### src/rtl/branch_pkg.sv
// Shared types and helpers for the branch resolution stage and its pattern history table.
package branch_pkg;

  typedef enum logic [1:0] {
    BR_BEQ  = 2'b00,
    BR_BNE  = 2'b01,
    BR_JMP  = 2'b10,
    BR_NONE = 2'b11
  } br_type_t;

  typedef logic [1:0] ctr_t;

  localparam ctr_t PHT_RESET_VAL = 2'b01;

  function automatic ctr_t sat_inc(input ctr_t c);
    return (c == 2'b11) ? c : c + 2'b01;
  endfunction

  function automatic ctr_t sat_dec(input ctr_t c);
    return (c == 2'b00) ? c : c - 2'b01;
  endfunction

endpackage

### src/rtl/branch_resolve_unit_if.sv
// Operand, control and result signals of the branch resolution stage.
// Operands are sampled when in_valid & ~stall & ~flush; results appear one cycle later qualified by out_valid.
interface branch_resolve_unit_if #(
  parameter int XLEN = 32
);
  logic            in_valid;
  logic            stall;
  logic            flush;
  logic [XLEN-1:0] next_instr;
  logic [XLEN-1:0] sign_ext_offset;
  logic [1:0]      br_type;
  logic [XLEN-1:0] rs_a;
  logic [XLEN-1:0] rs_b;
  logic            pred_taken;
  logic            out_valid;
  logic [XLEN-1:0] branch_address;
  logic            taken;
  logic [XLEN-1:0] redirect_pc;
  logic            mispredict;

  modport master (
    output in_valid, stall, flush, next_instr, sign_ext_offset, br_type, rs_a, rs_b,
    input  pred_taken, out_valid, branch_address, taken, redirect_pc, mispredict
  );

  modport slave (
    input  in_valid, stall, flush, next_instr, sign_ext_offset, br_type, rs_a, rs_b,
    output pred_taken, out_valid, branch_address, taken, redirect_pc, mispredict
  );
endinterface

### src/rtl/branch_resolve_unit_pht.sv
// Pattern history table of 2-bit saturating counters: combinational read, synchronous write.
// A read and write of the same entry in one cycle returns the pre-update counter.
module branch_pht
  import branch_pkg::*;
#(
  parameter int PHT_DEPTH = 16,
  parameter int IDX_W     = $clog2(PHT_DEPTH)
) (
  input  logic             clk,
  input  logic             rst,
  input  logic [IDX_W-1:0] rd_idx,
  output ctr_t             rd_ctr,
  input  logic             wr_en,
  input  logic [IDX_W-1:0] wr_idx,
  input  logic             wr_taken
);
  ctr_t mem [PHT_DEPTH];

  assign rd_ctr = mem[rd_idx];

  always_ff @(posedge clk) begin
    if (rst) begin
      for (int i = 0; i < PHT_DEPTH; i++) mem[i] <= PHT_RESET_VAL;
    end else if (wr_en) begin
      mem[wr_idx] <= wr_taken ? sat_inc(mem[wr_idx]) : sat_dec(mem[wr_idx]);
    end
  end
endmodule

### src/rtl/branch_resolve_unit.sv
// Registered branch resolution: target add, condition evaluation, redirect and mispredict flag.
// Define BRANCH_PRED_EN to add a PHT-based prediction; otherwise prediction is static not-taken (JMP taken).
module branch_resolve_unit
  import branch_pkg::*;
#(
  parameter int XLEN         = 32,
  parameter int OFFSET_SHIFT = 0,
  parameter int PHT_DEPTH    = 16
) (
  input  logic                  clk,
  input  logic                  rst,
  branch_resolve_unit_if.slave  bus
);
  if (PHT_DEPTH < 2 || (PHT_DEPTH & (PHT_DEPTH - 1)) != 0) begin : g_bad_depth
    $error("PHT_DEPTH must be a power of two and at least 2");
  end

  br_type_t        typ;
  logic            accept;
  logic            dir;
  logic            pred;
  logic [XLEN-1:0] shifted_offset;
  logic [XLEN-1:0] target;

  logic            valid_q;
  logic [XLEN-1:0] addr_q;
  logic [XLEN-1:0] next_q;
  logic            taken_q;
  logic            pred_q;

  assign typ            = br_type_t'(bus.br_type);
  assign accept         = bus.in_valid & ~bus.stall & ~bus.flush;
  assign shifted_offset = bus.sign_ext_offset << OFFSET_SHIFT;
  assign target         = bus.next_instr + shifted_offset;

  always_comb begin
    dir = 1'b0;
    case (typ)
      BR_BEQ:  dir = (bus.rs_a == bus.rs_b);
      BR_BNE:  dir = (bus.rs_a != bus.rs_b);
      BR_JMP:  dir = 1'b1;
      default: dir = 1'b0;
    endcase
  end

`ifdef BRANCH_PRED_EN
  localparam int IDX_W = $clog2(PHT_DEPTH);
  logic [IDX_W-1:0] pht_idx;
  ctr_t             pht_ctr;
  logic             pht_upd;

  // PC+4 is word aligned, so the index skips the two byte-offset bits.
  assign pht_idx = bus.next_instr[IDX_W+1:2];
  assign pht_upd = accept & (typ == BR_BEQ || typ == BR_BNE);

  branch_pht #(.PHT_DEPTH(PHT_DEPTH)) u_pht (
    .clk      (clk),
    .rst      (rst),
    .rd_idx   (pht_idx),
    .rd_ctr   (pht_ctr),
    .wr_en    (pht_upd),
    .wr_idx   (pht_idx),
    .wr_taken (dir)
  );

  always_comb begin
    pred = 1'b0;
    case (typ)
      BR_JMP:  pred = 1'b1;
      BR_NONE: pred = 1'b0;
      default: pred = pht_ctr[1];
    endcase
  end
`else
  always_comb begin
    pred = (typ == BR_JMP);
  end
`endif

  // Priority: reset, flush, stall, accept, idle.
  always_ff @(posedge clk) begin
    if (rst) begin
      valid_q <= 1'b0;
      addr_q  <= '0;
      next_q  <= '0;
      taken_q <= 1'b0;
      pred_q  <= 1'b0;
    end else if (bus.flush) begin
      valid_q <= 1'b0;
    end else if (bus.stall) begin
      valid_q <= valid_q;
    end else if (accept) begin
      valid_q <= 1'b1;
      addr_q  <= target;
      next_q  <= bus.next_instr;
      taken_q <= dir;
      pred_q  <= pred;
    end else begin
      valid_q <= 1'b0;
    end
  end

  assign bus.pred_taken     = pred;
  assign bus.out_valid      = valid_q;
  assign bus.branch_address = addr_q;
  assign bus.taken          = taken_q;
  assign bus.redirect_pc    = taken_q ? addr_q : next_q;
  assign bus.mispredict     = valid_q & (taken_q != pred_q);
endmodule

### src/flat_wrapper.sv
// flat-port wrapper written by rule: the top's interface ports become plain ports
module branch_resolve_unit_flat import branch_pkg::*;
#(
  parameter int XLEN         = 32,
  parameter int OFFSET_SHIFT = 0,
  parameter int PHT_DEPTH    = 16
)
  (clk, rst, bus_in_valid, bus_stall, bus_flush, bus_next_instr, bus_sign_ext_offset, bus_br_type, bus_rs_a, bus_rs_b, bus_pred_taken, bus_out_valid, bus_branch_address, bus_taken, bus_redirect_pc, bus_mispredict);
  branch_resolve_unit_if #(.XLEN(XLEN)) bus_i ();
  input  logic clk;
  input  logic rst;
  input wire logic [$bits(bus_i.in_valid)-1:0] bus_in_valid;
  input wire logic [$bits(bus_i.stall)-1:0] bus_stall;
  input wire logic [$bits(bus_i.flush)-1:0] bus_flush;
  input wire logic [$bits(bus_i.next_instr)-1:0] bus_next_instr;
  input wire logic [$bits(bus_i.sign_ext_offset)-1:0] bus_sign_ext_offset;
  input wire logic [$bits(bus_i.br_type)-1:0] bus_br_type;
  input wire logic [$bits(bus_i.rs_a)-1:0] bus_rs_a;
  input wire logic [$bits(bus_i.rs_b)-1:0] bus_rs_b;
  output wire logic [$bits(bus_i.pred_taken)-1:0] bus_pred_taken;
  output wire logic [$bits(bus_i.out_valid)-1:0] bus_out_valid;
  output wire logic [$bits(bus_i.branch_address)-1:0] bus_branch_address;
  output wire logic [$bits(bus_i.taken)-1:0] bus_taken;
  output wire logic [$bits(bus_i.redirect_pc)-1:0] bus_redirect_pc;
  output wire logic [$bits(bus_i.mispredict)-1:0] bus_mispredict;
  assign bus_i.in_valid = bus_in_valid;
  assign bus_i.stall = bus_stall;
  assign bus_i.flush = bus_flush;
  assign bus_i.next_instr = bus_next_instr;
  assign bus_i.sign_ext_offset = bus_sign_ext_offset;
  assign bus_i.br_type = bus_br_type;
  assign bus_i.rs_a = bus_rs_a;
  assign bus_i.rs_b = bus_rs_b;
  assign bus_pred_taken = bus_i.pred_taken;
  assign bus_out_valid = bus_i.out_valid;
  assign bus_branch_address = bus_i.branch_address;
  assign bus_taken = bus_i.taken;
  assign bus_redirect_pc = bus_i.redirect_pc;
  assign bus_mispredict = bus_i.mispredict;
  branch_resolve_unit #(.XLEN(XLEN), .OFFSET_SHIFT(OFFSET_SHIFT), .PHT_DEPTH(PHT_DEPTH)) u_core (.clk(clk), .rst(rst), .bus(bus_i));
endmodule
### config.mk
export PLATFORM = sky130hd
export DESIGN_NAME = branch_resolve_unit_flat
export DESIGN_NICKNAME = d
export VERILOG_FILES = /design/src/rtl/branch_pkg.sv /design/src/rtl/branch_resolve_unit_if.sv /design/src/rtl/branch_resolve_unit_pht.sv /design/src/rtl/branch_resolve_unit.sv /design/src/flat_wrapper.sv
export SDC_FILE = /design/constraint.sdc
export NUM_CORES = 1
export LEC_CHECK = 0
export ABC_AREA = 1
export BUFFER_PORTS_ARGS = -buffer_cell sky130_fd_sc_hd__buf_2
export CORE_UTILIZATION = 44
export CTS_BUF_LIST = sky130_fd_sc_hd__clkbuf_16
export DETAILED_ROUTE_END_ITERATION = 16
export GPL_ROUTABILITY_DRIVEN = 0
export PLACE_DENSITY = 0.72
export SETUP_SLACK_MARGIN = 0.05
export SLEW_MARGIN = 0
export SYNTH_ARGS = -nofsm -noshare
export SYNTH_HDL_FRONTEND = slang
export SYNTH_SLANG_ARGS = --single-unit
### constraint.sdc
create_clock -name clk -period 2.12 [get_ports clk]
set_clock_uncertainty 0.15 [all_clocks]
set_input_delay 0.318 -clock clk [delete_from_list [all_inputs] [get_ports clk]]
set_output_delay 0.318 -clock clk [all_outputs]
set_load 0.01 [all_outputs]
Word level (Yosys, flattened, before mapping)
Cells that the tools add are included.

Div/mod/pow operators: 0. Shift operators: 0. Bitwise gates (word level): 5. $lt $le $gt $ge: 0. Equality and inequality tests: 5. Reductions and logical operators: 3. Multiplexer cells: 3. $mul: 0. $add $sub $neg: 1.

Operators by type and width (count): $add 32x32->32 (1); $eq 32x32->1 (1); $mux 32 (1); $ne 32x32->1 (1); $and 1x1->1 (3); $pmux 1 s3 (1); $reduce_and 3->1 (1); $eq 2x1->1 const B (1); $eq 2x2->1 const B (1); $logic_not 2->1 (1); $not 1->1 (2); $reduce_or 2->1 (1); $mux 1 (1); $ne 1x1->1 (1).

Bits in writable memories: 0. Output and inout port bits: 68. Memories kept: 0. Bits in latches: 0. Bits of input ports: 135. Logic and storage cells: 22. Flip-flop bits (word level): 67. Bits in read-only memories: 0.

Longest topological paths before layout
Depth in word-level cells: 4. Mapped depth: 14. Mapped depth without buffers: 14.

Worst setup path before layout
Ideal clock, no wire load.

Path kind: input -> register. Start point: input bus_sign_ext_offset[0]. End point: register u_core.addr_q[30] (netlist: u_core.bus.branch_address[30]). Data arrival time: 1.727 ns. Path slack: 0.134 ns. Data required time: 1.861 ns. Library setup time: 0.109 ns. Path buffers: 0. Stages: 14. Path through: ha_1 -> fa_1 -> nand3_1 -> nand3_1 -> nand2_1 -> nand2_1 -> nand2_1 -> nand2_2 -> nand2_1 -> nand2_1 -> nand2_1 -> nand3_1 -> nand2_1 -> inv_1.

Longest elaborated chain between the ends: 1.

Ends and longest elaborated chain: start: declaration (line flat_wrapper.sv:16) `input wire logic [$bits(bus_i.sign_ext_offset)-1:0] bus_sign_ext_offset;`; $add 32x32->32 (line branch_resolve_unit.sv:34) `assign target = bus.next_instr + shifted_offset;`; end signal: assignment (line branch_resolve_unit.sv:94) `addr_q <= target;`; end: declaration (line branch_resolve_unit.sv:26) `logic [XLEN-1:0] addr_q;`.

No other way between the ends. A chain may end at the register's enable or synchronous reset.

Worst setup path after layout
Start point: register u_core.taken_q (netlist: u_core.bus.taken). End point: output bus_redirect_pc[8].

Longest elaborated chain between the ends: 1.

Ends and longest elaborated chain: start: declaration (line branch_resolve_unit.sv:28) `logic taken_q;`; start signal: assignment (line branch_resolve_unit.sv:96) `taken_q <= dir;`; $mux 32 (line branch_resolve_unit.sv:107) `assign bus.redirect_pc = taken_q ? addr_q : next_q;`; end: declaration (line flat_wrapper.sv:24) `output wire logic [$bits(bus_i.redirect_pc)-1:0] bus_redirect_pc;`.

No other way between the ends.

==> run_results.csv <==
group,metric,value,unit
global_routing,grt_overflow_total,0,
sta,layout_min_cycle_time,1.89,ns
clock_tree,h-tree-depth,3,
critical_path,slowest_stage,"dfxtp_2",
die,initial_utilization,0.457,
critical_path,critPathMaxFanout,35,
power,p_leak,0.00421,µW
drt,vias,6372,
global_routing,grt_start_max_net_pins,48,
die,rows,40,
sta,final-hold-violation-count,0,
clock_tree,clockRootBuffer,"clkbuf_16",
global_routing,grt_pass1_wl,27.7,mm
flow_run,cap_violations,0,
clock_tree,clock_sinks,67,
die,die_y,115,µm
outcome,outcome,"finished, final reports clean",
clock_tree,clk_latency,0.33,ns
yosys,synth.avg_cell_area,5.79,µm²
yosys,ys_ff_latch,67,
critical_path,end_kind,"output pin",
yosys,postSynthCellCount,965,
die,coreArea,12200,µm²
place,dp.cells,1334,
critical_path,critical_path_class,"flip-flop to output pin",
yosys,ys_top_cells_by_area,"dfxtp_1 24%, nand2_1 21%, inv_1 13%",
drt,drc,0,
global_routing,antenna_found_initial,0,
power,fin_total_pwr,4180,µW
critical_path,path_cells,"buf_4 -> nand2_1 -> o21ai_0 -> buf_2",
power,ir_worst_vdd,0.351,mV
critical_path,arrival,1.42,ns
yosys,synthesis.area,5590,µm²
sta,relSlewSlack,0.608,
yosys,synth_area_leader_cell,"dfxtp_1",
critical_path,cp_top_family,"buffers and inverters",
yosys,synthDominantCellAreaShare,0.240,
global_routing,grt_pass1_vias,5835,
critical_path,cp_num_buf_inv,2,
sta,period_share,0.892,
clock_tree,cts-hold-fix-buffers,0,
final_layout,diodes,0,
yosys,ys_warn_count,0,
yosys,syn-num-nets,1132,
final_layout,fill_cells,1321,
final_layout,design_area,7250,µm²
die,dieArea,13200,µm²
clock_tree,path_clk_slew,0.05,ns
sta,max_slew.worst_pin.slew,0.588,ns
clock_tree,cts_buffer_depth,2,
sta,slew_viol_final,0,
clock_tree,postCtsSetupBuffers,0,
yosys,ys_types,29,
drt,drt_iter0_drc,498,
drt,routed_wire_length_per_instance,13.1,µm
min_path,hold_class,"input port to flip-flop",
drt,drt-vias-per-instance,4.72,
sta,fmax,0.529,GHz
place,post-dp-hpwl,14.4,mm
drt,ant_nets,0,
global_routing,grt_usage,0.274,
clock_tree,cts_tree,"yes",
critical_path,slowest_delay,0.40,ns
sta,rsz0062_at_grt,"false",
final_layout,drive_gt1_frac,0.215,
final_layout,finalNonFillerCells,1350,
drt,finalWirelength,17.6,mm
drt,drt-pass1-iter-count,5,
final_layout,area_growth,29.7,%
yosys,yosysSeqAreaShare,0.240,
place,io_buffers,202,
place,pre_cts_slack,-0.0944,ns
final_layout,seqCellArea,1340,µm²
final_layout,multi_input_area,3420,µm²
critical_path,critPathLaunchType,"flip-flop",
sta,tns,0,ns
final_layout,layout.nets,1344,
place,dpl-instance-area,6940,µm²
clock_tree,cts_resized,0,
die,ios,203,
power,power.density,577,nW/µm²
sta,final.setup.worst_slack,0.229,ns
sta,setup_viol_count_final,0,
clock_tree,numCtsBuffers,9,
die,die_w,115,µm
critical_path,cp.required,1.65,ns
## final timing paths
path,startpoint,to,slack [ns],depth (start not counted)
worst min register to register,u_core.next_q[15],u_core.next_q[15],0.30,2
worst max register to register,u_core.bus.taken,u_core.bus.taken,1.08,3
worst max-delay path,u_core.bus.taken,bus_redirect_pc[8],0.23,4
worst min-delay path,bus_flush,u_core.bus.out_valid,0.05,2
## per-stage QoR
step	util	hold WS (ns)
2_1_floorplan	-	0.237
3_3_place_gp	0.568	0.283
3_5_place_dp	0.568	0.287
4_1_cts	0.594	0.0514
5_1_grt	0.594	0.0731
6_report	0.594	0.0534
## worst reg2reg max path: cells and delay by family (launching register included)
family | cells | cell delay (ns)
buffers and inverters | 1 | 0.19
AO/OA/AOI/OAI | 2 | 0.23
flip-flops | 1 | 0.40
## registers in the layout (all words and copies together) (netlist names)
signal / cells
u_core.pred_q: 1
u_core.bus.branch_address: 32
u_core.bus.out_valid: 1
u_core.next_q: 32
u_core.bus.taken: 1
## layer usage
layer	global-route usage	up-vias	routed length [µm]	share of wire
met4	0.0840	0	323	0.018
met3	0.0392	23	1380	0.078
met1	0.355	2741	7890	0.45
met2	0.468	229	8040	0.46
met5	0	-	0	0
li1	-	3379	-	-
## logic make-up after synthesis
group	count (synthesis)	share of synthesized area
AND/OR/NAND/NOR	440	0.315
buffers and inverters	219	0.149
AO/OA/AOI/OAI	169	0.164
flip-flops	67	0.240
XOR/XNOR	38	0.0596
adder cells (fa/ha/maj)	32	0.0730
## cell usage in the layout, fill, tap and decap left out, drive strengths merged, types with 15 or more instances in the layout
cell type and count:
nand3 33, nand2 325, buf 228, o21bai 15, dfxtp 67, ha 31, xnor2 27, a21oi 56
inv 193, nor2 69, o21ai 85
## cells in the mapped netlist (all sizes together)
cell,number
nand2,325
xnor2,27
a211oi,1
and3,2
o21ai,85
nor3,3
buf,7
xor2,11
ha,31
dfxtp,67
nand3b,3
nand3,33
o21bai,15
fa,1
nor2,69
o21a,12
inv,191
a21oi,56
and2,2
clkbuf,20
clkinv,1
nand4,3
## layout make-up
class | instances | area share
flip-flops and latches | 67 | 0.185
clock inverters | 7 | 0.0117
inverters | 192 | 0.0994
repair buffers | 228 | 0.172
multi-input cells | 679 | 0.472
well taps | 168 | 0.0290
clock buffers | 9 | 0.0311
## power breakdown
| part | total [µW] | internal (µW) | switching [µW] | leakage, µW |
|---|---|---|---|---|
| combinational | 1230 | 504 | 727 | 0.00351 |
| sequential | 1370 | 1330 | 39.3 | 0.000548 |
| clock | 1580 | 1020 | 569 | 0.000158 |
Power figures use the tool's default switching activity.
